===== config.mk =====
export PLATFORM = sky130hd
export DESIGN_NAME = work_block_loader_flat
export DESIGN_NICKNAME = d
export VERILOG_FILES = /design/src/rtl/work_block_loader_if.sv /design/src/rtl/work_block_loader.sv /design/src/flat_wrapper.sv
export SDC_FILE = /design/constraint.sdc
export NUM_CORES = 1
export LEC_CHECK = 0
export ABC_AREA = 1
export BUFFER_PORTS_ARGS = -buffer_cell sky130_fd_sc_hd__buf_2
export CAP_MARGIN = 40
export CORE_AREA = 2 2 309 311
export DETAILED_ROUTE_END_ITERATION = 10
export DIE_AREA = 0 0 311 313
export GPL_ROUTABILITY_DRIVEN = 0
export SKIP_LAST_GASP = 1
export SYNTH_ARGS = -nofsm -noshare
export SYNTH_HDL_FRONTEND = slang
export SYNTH_SLANG_ARGS = --single-unit

===== constraint.sdc =====
create_clock -name clk -period 2.8 [get_ports clk]
set_input_delay 0.42 -clock clk [delete_from_list [all_inputs] [get_ports clk]]
set_output_delay 0.42 -clock clk [all_outputs]
set_load 0.01 [all_outputs]

===== src/rtl/work_block_loader_if.sv =====
// Handshake bundle between the loader, the SDRAM manager stream and the SHA-256d core.
// The loader uses the slave view; the manager/core side (or a bench) uses master.
interface work_block_loader_if;
  logic         in_valid;
  logic         in_first;
  logic [31:0]  in_data;
  logic         in_ready;

  logic         job_valid;
  logic         job_ready;
  logic [255:0] job_midstate;
  logic [95:0]  job_tail;
  logic [31:0]  job_nonce_start;
  logic [255:0] job_target;
  logic [31:0]  job_id;

  logic         res_valid;
  logic         res_found;
  logic [31:0]  res_nonce;
  logic         res_ready;

  logic         wb_valid;
  logic [31:0]  wb_data;
  logic         wb_ready;

  modport slave (
    input  in_valid, in_first, in_data, job_ready, res_valid, res_found, res_nonce, wb_ready,
    output in_ready, job_valid, job_midstate, job_tail, job_nonce_start, job_target, job_id,
           res_ready, wb_valid, wb_data
  );

  modport master (
    output in_valid, in_first, in_data, job_ready, res_valid, res_found, res_nonce, wb_ready,
    input  in_ready, job_valid, job_midstate, job_tail, job_nonce_start, job_target, job_id,
           res_ready, wb_valid, wb_data
  );
endinterface


===== src/rtl/work_block_loader.sv =====
// Assembles a streamed 24-word work block into a SHA-256d job, dispatches it to the core
// and streams the (status, nonce) result record back to the SDRAM manager.
module work_block_loader #(
  parameter int          DATAWIDTH        = 32,
  parameter int          BLOCK_WORDS      = 24,
  parameter logic [31:0] STATUS_FOUND     = 32'h5555_0001,
  parameter logic [31:0] STATUS_EXHAUSTED = 32'h5555_0000
) (
  input  logic                  clk,
  input  logic                  reset,
  input  logic                  abort,
  output logic                  busy,
  output logic [7:0]            drop_cnt,
  work_block_loader_if.slave    bus
);

  localparam int                JOB_WORDS = 21;
  localparam int                IDX_W     = $clog2(BLOCK_WORDS);
  localparam logic [IDX_W-1:0]  LAST_IDX  = IDX_W'(BLOCK_WORDS - 1);

  typedef enum logic [2:0] {
    COLLECT,
    DISPATCH,
    MINING,
    WB_STATUS,
    WB_NONCE
  } state_t;

  state_t               state;
  logic [IDX_W-1:0]     idx;
  logic [DATAWIDTH-1:0] blk [JOB_WORDS];
  logic [DATAWIDTH-1:0] nonce_q;
  logic                 in_ready;
  logic                 job_valid;
  logic                 res_ready;
  logic                 wb_valid;
  logic [DATAWIDTH-1:0] wb_data;

  // Words 21..23 of a block are accepted but never stored; only the job words live in blk.
  always_ff @(posedge clk) begin
    if (!reset) begin
      state     <= COLLECT;
      idx       <= '0;
      for (int i = 0; i < JOB_WORDS; i++) blk[i] <= '0;
      nonce_q   <= '0;
      in_ready  <= 1'b1;
      job_valid <= 1'b0;
      res_ready <= 1'b0;
      wb_valid  <= 1'b0;
      wb_data   <= '0;
      busy      <= 1'b0;
      drop_cnt  <= '0;
    end else if (abort) begin
      state     <= COLLECT;
      idx       <= '0;
      in_ready  <= 1'b1;
      job_valid <= 1'b0;
      res_ready <= 1'b0;
      wb_valid  <= 1'b0;
      wb_data   <= '0;
      busy      <= 1'b0;
    end else begin
      case (state)
        COLLECT: begin
          if (bus.in_valid) begin
            if (bus.in_first) begin
              blk[0] <= bus.in_data;
              idx    <= IDX_W'(1);
            end else if (idx == '0) begin
              if (drop_cnt != 8'hFF) drop_cnt <= drop_cnt + 8'd1;
            end else begin
              if (int'(idx) < JOB_WORDS) blk[idx] <= bus.in_data;
              if (idx == LAST_IDX) begin
                idx       <= '0;
                state     <= DISPATCH;
                in_ready  <= 1'b0;
                job_valid <= 1'b1;
                busy      <= 1'b1;
              end else begin
                idx <= idx + IDX_W'(1);
              end
            end
          end
        end

        DISPATCH: begin
          if (bus.job_ready) begin
            state     <= MINING;
            job_valid <= 1'b0;
            res_ready <= 1'b1;
          end
        end

        // The status word is loaded here so it is already stable when wb_valid rises.
        MINING: begin
          if (bus.res_valid) begin
            state     <= WB_STATUS;
            res_ready <= 1'b0;
            wb_valid  <= 1'b1;
            wb_data   <= bus.res_found ? STATUS_FOUND : STATUS_EXHAUSTED;
            nonce_q   <= bus.res_found ? bus.res_nonce : '0;
          end
        end

        WB_STATUS: begin
          if (bus.wb_ready) begin
            state   <= WB_NONCE;
            wb_data <= nonce_q;
          end
        end

        WB_NONCE: begin
          if (bus.wb_ready) begin
            state    <= COLLECT;
            wb_valid <= 1'b0;
            wb_data  <= '0;
            in_ready <= 1'b1;
            busy     <= 1'b0;
          end
        end

        default: begin
          state    <= COLLECT;
          idx      <= '0;
          in_ready <= 1'b1;
          busy     <= 1'b0;
        end
      endcase
    end
  end

  assign bus.in_ready        = in_ready;
  assign bus.job_valid       = job_valid;
  assign bus.res_ready       = res_ready;
  assign bus.wb_valid        = wb_valid;
  assign bus.wb_data         = wb_data;

  assign bus.job_midstate    = {blk[0], blk[1], blk[2], blk[3], blk[4], blk[5], blk[6], blk[7]};
  assign bus.job_tail        = {blk[8], blk[9], blk[10]};
  assign bus.job_nonce_start = blk[11];
  assign bus.job_target      = {blk[12], blk[13], blk[14], blk[15], blk[16], blk[17], blk[18], blk[19]};
  assign bus.job_id          = blk[20];

endmodule


===== src/flat_wrapper.sv =====
// flat-port wrapper written by rule: the top's interface ports become plain ports
module work_block_loader_flat 
#(
  parameter int          DATAWIDTH        = 32,
  parameter int          BLOCK_WORDS      = 24,
  parameter logic [31:0] STATUS_FOUND     = 32'h5555_0001,
  parameter logic [31:0] STATUS_EXHAUSTED = 32'h5555_0000
)
  (clk, reset, abort, busy, drop_cnt, bus_in_valid, bus_in_first, bus_in_data, bus_job_ready, bus_res_valid, bus_res_found, bus_res_nonce, bus_wb_ready, bus_in_ready, bus_job_valid, bus_job_midstate, bus_job_tail, bus_job_nonce_start, bus_job_target, bus_job_id, bus_res_ready, bus_wb_valid, bus_wb_data);
  work_block_loader_if bus_i ();
  input  logic clk;
  input  logic reset;
  input  logic abort;
  output logic busy;
  output logic [7:0] drop_cnt;
  input wire logic [$bits(bus_i.in_valid)-1:0] bus_in_valid;
  input wire logic [$bits(bus_i.in_first)-1:0] bus_in_first;
  input wire logic [$bits(bus_i.in_data)-1:0] bus_in_data;
  input wire logic [$bits(bus_i.job_ready)-1:0] bus_job_ready;
  input wire logic [$bits(bus_i.res_valid)-1:0] bus_res_valid;
  input wire logic [$bits(bus_i.res_found)-1:0] bus_res_found;
  input wire logic [$bits(bus_i.res_nonce)-1:0] bus_res_nonce;
  input wire logic [$bits(bus_i.wb_ready)-1:0] bus_wb_ready;
  output wire logic [$bits(bus_i.in_ready)-1:0] bus_in_ready;
  output wire logic [$bits(bus_i.job_valid)-1:0] bus_job_valid;
  output wire logic [$bits(bus_i.job_midstate)-1:0] bus_job_midstate;
  output wire logic [$bits(bus_i.job_tail)-1:0] bus_job_tail;
  output wire logic [$bits(bus_i.job_nonce_start)-1:0] bus_job_nonce_start;
  output wire logic [$bits(bus_i.job_target)-1:0] bus_job_target;
  output wire logic [$bits(bus_i.job_id)-1:0] bus_job_id;
  output wire logic [$bits(bus_i.res_ready)-1:0] bus_res_ready;
  output wire logic [$bits(bus_i.wb_valid)-1:0] bus_wb_valid;
  output wire logic [$bits(bus_i.wb_data)-1:0] bus_wb_data;
  assign bus_i.in_valid = bus_in_valid;
  assign bus_i.in_first = bus_in_first;
  assign bus_i.in_data = bus_in_data;
  assign bus_i.job_ready = bus_job_ready;
  assign bus_i.res_valid = bus_res_valid;
  assign bus_i.res_found = bus_res_found;
  assign bus_i.res_nonce = bus_res_nonce;
  assign bus_i.wb_ready = bus_wb_ready;
  assign bus_in_ready = bus_i.in_ready;
  assign bus_job_valid = bus_i.job_valid;
  assign bus_job_midstate = bus_i.job_midstate;
  assign bus_job_tail = bus_i.job_tail;
  assign bus_job_nonce_start = bus_i.job_nonce_start;
  assign bus_job_target = bus_i.job_target;
  assign bus_job_id = bus_i.job_id;
  assign bus_res_ready = bus_i.res_ready;
  assign bus_wb_valid = bus_i.wb_valid;
  assign bus_wb_data = bus_i.wb_data;
  work_block_loader #(.DATAWIDTH(DATAWIDTH), .BLOCK_WORDS(BLOCK_WORDS), .STATUS_FOUND(STATUS_FOUND), .STATUS_EXHAUSTED(STATUS_EXHAUSTED)) u_core (.clk(clk), .reset(reset), .abort(abort), .busy(busy), .drop_cnt(drop_cnt), .bus(bus_i));
endmodule

== Word level (Yosys, flattened, before mapping) ==
Memories as Yosys holds them, arrays and structs flattened.
Cells that the tools add are included.
Widths: inputs -> output; s select.

* Output and inout port bits: 717
* Memories: 1
* Register bits: 85
* Word-level logic and storage cells: 112
* Input bits: 73
* Memory bits (writable): 672

{| class="wikitable"
|+ Memories
! name !! words !! bits a word !! read ports !! clocked after memory_dff !! wr ports !! line !! source
|-
| u_core.blk || 21 || 32 || 21 || 0 || 21 || work_block_loader.sv:31 || <nowiki>logic [DATAWIDTH-1:0] blk [JOB_WORDS];</nowiki>
|}

* Magnitude comparators: 1
* Bitwise logic cells: 6
* Reduce and logical (&&, ||, !) cells: 19
* Eq/ne operators: 15
* Add/sub/neg operators: 2
* Muxes and demuxes: 58

{| class="wikitable"
|+ Operators by type and width
! operator !! number
|-
| $mux 32 || 6
|-
| $pmux 32 s3 || 1
|-
| $reduce_or 32->1 || 1
|-
| $mux 1 || 31
|-
| $mux 5 || 5
|-
| $mux 3 || 8
|-
| $reduce_and 6->1 || 3
|-
| $pmux 3 s5 || 1
|-
| $ne 2x2->1 const B || 7
|-
| $reduce_and 3->1 || 4
|-
| $pmux 5 s2 || 1
|-
| $add 8x1->8 const B || 1
|-
| $ne 8x8->1 const B || 1
|-
| $reduce_and 8->1 || 1
|-
| $eq 3x2->1 const B || 2
|-
| $pmux 1 s2 || 3
|-
| $pmux 1 s3 || 2
|-
| $reduce_bool 2->1 || 3
|-
| $add 5x1->5 const B || 1
|-
| $eq 5x5->1 const B || 1
|-
| $logic_not 5->1 || 1
|-
| $lt 5x5->1 const B || 1
|-
| $not 1->1 || 5
|-
| $reduce_and 4->1 || 1
|-
| 10 further kinds || 10
|}

== Depth between registers and ports, before layout ==
* Depth after elaboration: 11
* Mapped depth: 14
* Mapped depth without buffers: 12

== Worst setup path after synthesis ==
OpenSTA, ideal clock, no wires.

* Path kind: register -> register
* Start: reg u_core.idx[0]
* End: mem u_core.blk[4][0] (enable)
* Cell stages (with the launch flop): 14
* Required time: 2.411 ns
* Setup time: 0.389 ns
* Clock period less this slack: 2.971 ns
* Buffers on the path: 2
* Data arrival time: 2.581 ns
* Setup slack: -0.171 ns
* Cell sequence: dfxtp_1 > clkbuf_1 > inv_1 > ha_1 > inv_1 > nor2_1 > nand2_1 > nand2_1 > nor2_1 > nand3_1 > nor2_1 > nand3_1 > buf_2 > nand2_1

{| class="wikitable"
|+ RTL lines
! element !! line !! source
|-
| start, declared || work_block_loader.sv:30 || <nowiki>logic [IDX_W-1:0] idx;</nowiki>
|-
| start signal, assigned || work_block_loader.sv:80 || <nowiki>idx <= idx + IDX_W'(1);</nowiki>
|-
| end, declared || work_block_loader.sv:31 ||
|}

==> flow_summary.toml <==
[cells_and_area]
fillerInstances = 9117
drive_above_1_share_pct = 35.26
syn2layout_area_growth_pct = 32.96
fin_nets = 3002
post-route-util_pct = 38.49

[logic_synthesis]
synthAdderAreaFrac_pct = 0.1377
synth-xor-area-share_pct = 0.1606
synth_top_family_by_area = "simple AND/OR/NAND/NOR gates"
synthesis.instances = 2086
synth_compound_area_share_pct = 1.946
synth-seq-cells = 757
syn_area_sq_um = 27260
synth_cell_types = 25
avgSynthCellArea_sq_um = 13.07
syn_nets = 2162
seq_area_frac_synth_pct = 80.27
synthSimpleGateAreaFrac_pct = 13.99
synthMuxAreaShare_pct = 0
yosys_warnings = 0

[placed_design]
dp_hpwl_mm = 67.72
port_buffers = 789

[sta]
max_freq_mhz = 381.9
relSlewSlack_pct = 53.75
tightest_slew_ns = 0.6937
finalMaxSlewViolations = 0
setup_violations = 0
hold_ws_ns = 0.07271
final-hold-violation-count = 0
fin_crit_sh_pct = 93.51
min_period_ns = 2.618
setup-tns-final_ns = 0
rsz0062_at_grt = "no"
worst_clock_skew_ns = 0.02477

[clock_network]
cts_sinks = 757
clockRootBuffer = "clkbuf_16"
htree_levels = 3
cts.path.max_buffers = 3
cts_tree = "done"
insertion_delay_ns = 0.64
clk_pin_slew_ns = 0.06
cts_made_buffers = 80

[drt]
wl_per_cell_um = 23.33
ant_nets = 0
viasPerCell = 4.560
route.detailed.drc = 0
vias = 19390
firstDrtPassIters = 5
first_iter_violations = 1839
wirelength_mm = 99.21

[setup_path]
critPathLaunchType = "flop"
cp.required_ns = 3.13
crit_type = "reg2reg"
endpoint_kind = "flop"
cp.arrival_ns = 2.95
cp_max_fo = 19

[floorplan]
coreArea_sq_um = 94160
die_y_um = 313
die_area_sq_um = 97340
ioPinCount = 790
die_w_um = 311
start_util_pct = 28.95
std_cell_rows = 113

[global_routing]
grt-ovfl-total = 0
grt_pass1_wl_mm = 136.9
grt_usage_pct = 19.69
antenna_found_initial = 2
first_global_vias = 18800
grt_max_degree = 39

[power_and_ir_drop]
power.density_nw_per_um2 = 684.1
ir_drop_v = 0.0005595
leakagePower_nw = 15.55

[worst_hold_path]
min_path_type = "in2reg"

[flow_run]
drv_cap = 0

[status]
status = "finished, final reports clean"
[flip-flops by register name (all words and copies together) (netlist names)]
signal / flops
u_core.bus.wb_valid: 1
u_core.idx: 5
u_core.blk: 672
u_core.bus.res_ready: 1
u_core.busy: 1
u_core.bus.in_ready: 1
u_core.bus.wb_data: 32
u_core.drop_cnt: 8
u_core.bus.job_valid: 1
u_core.nonce_q: 32
u_core.state: 3
[worst paths after layout]
path                            depth (start not counted)  slack [ns]                 start                   end
worst min-delay path                                    3        0.07     bus_res_nonce[16]    u_core.nonce_q[16]
worst max register to register                          9        0.18       u_core.state[2]     u_core.blk[4][23]
worst max-delay path                                    9        0.18       u_core.state[2]     u_core.blk[4][23]
worst min register to register                          2        0.44  u_core.bus.job_valid  u_core.bus.job_valid
[routing by layer]
metal  global-route usage (%)  part of all wire, %  up-vias
li1                         -                    -     8672
met1                    23.60                   38     9533
met2                    33.75                   49     1021
met3                    5.141                  8.9      164
met4                    7.960                  3.5        0
met5                        0                    0        -
[repair_timing]
action,CTS,global route
setup buffers,0,0
setup endpoints to repair,0,32
hold buffers,20,0
gates resized for setup,0,1
endpoints found under the hold margin,20,0
[layout by cell type (no fill, tap or decap)]
master         instances
buf_12                33
ha_1                   3
clkinv_8               2
inv_1                 70
dfxtp_1               85
nor2_4                 1
nand4_1                4
inv_2                  2
nand3_2                7
clkbuf_8               1
nor2_2                 1
diode_2                1
xor2_1                 2
nand3_1               49
clkinv_2              12
a21oi_1               54
nor2_1               747
clkbuf_1              13
edfxtp_1             672
o21ai_0               39
nor3_1                 4
nand2_1              142
nand2_2               31
bufinv_16              8
a211oi_1               6
nor3_4                 1
buf_16                 1
clkinv_4               5
o211ai_1               2
xnor2_1                3
clkinvlp_4             2
o21ai_1                1
clkbuf_16             82
inv_6                  2
buf_4                 73
clkinv_1              17
dlygate4sd3_1         20
buf_2                789
[report_power, final]
part           internal (mW)  total, mW  leakage [nW]  switching (mW)
combinational          0.443       1.51          6.69            1.07
clock                   6.13       10.6          1.26            4.45
sequential              12.6       12.7          7.60           0.107
total                   19.2       24.8          15.6            5.62
[area by class of cell]
| class | instances | area [sq um] | share of cell area [%] |
|---|---|---|---|
| diodes | 1 | 2.502 | 0.006904 |
| inverters | 74 | 277.8 | 0.7663 |
| flip-flops and latches | 757 | 21880 | 60.37 |
| multi-input cells | 1097 | 4537 | 12.52 |
| repair buffers | 916 | 5385 | 14.86 |
| well taps | 1265 | 1583 | 4.367 |
| clock buffers | 96 | 2115 | 5.834 |
| clock inverters | 46 | 465.4 | 1.284 |
[cells by family after synthesis]
| group | Yosys count |
|---|---|
| AO/OA/AOI/OAI | 102 |
| XOR/XNOR | 5 |
| adder cells (fa/ha/maj) | 3 |
| buffers and inverters | 232 |
| flip-flops | 757 |
| AND/OR/NAND/NOR | 987 |
[worst max-delay path: stages, from the launching register on]
cell	delay, ns
dfxtp_1	0.35
nor2_1	0.27
nand3_1	0.18
nor2_1	0.23
buf_4	0.17
nand2_1	0.10
o21ai_1	0.26
nand3_2	0.32
nand2_2	0.23
buf_12	0.19
[Yosys cell counts, drive strengths merged]
cell type / count / share of area (%)
clkinv: 1 / 0.014
clkbuf: 90 / 1.2
nand2: 173 / 2.4
nand4: 4 / 0.092
xor2: 2 / 0.064
o211ai: 2 / 0.055
a211oi: 6 / 0.17
nor2: 749 / 10
nand3: 56 / 1.0
inv: 73 / 1.0
nor3: 5 / 0.13
ha: 3 / 0.14
o21ai: 40 / 0.73
buf: 68 / 1.2
a21oi: 54 / 0.99
xnor2: 3 / 0.096
dfxtp: 85 / 6.2
edfxtp: 672 / 74
[through the flow]
step	area (sq um)	power [mW]	instances	setup slack, ns
2_1_floorplan	27310	13.48	2086	0.1318
3_3_place_gp	33430	14.45	4088	0.009457
3_5_place_dp	33460	14.46	4089	0.04153
4_1_cts	36240	25.06	4251	0.1689
5_1_grt	36240	25.50	4251	0.1152
6_report	36250	24.80	4252	0.1817
No activity file was read; power rests on OpenSTA's default activity.
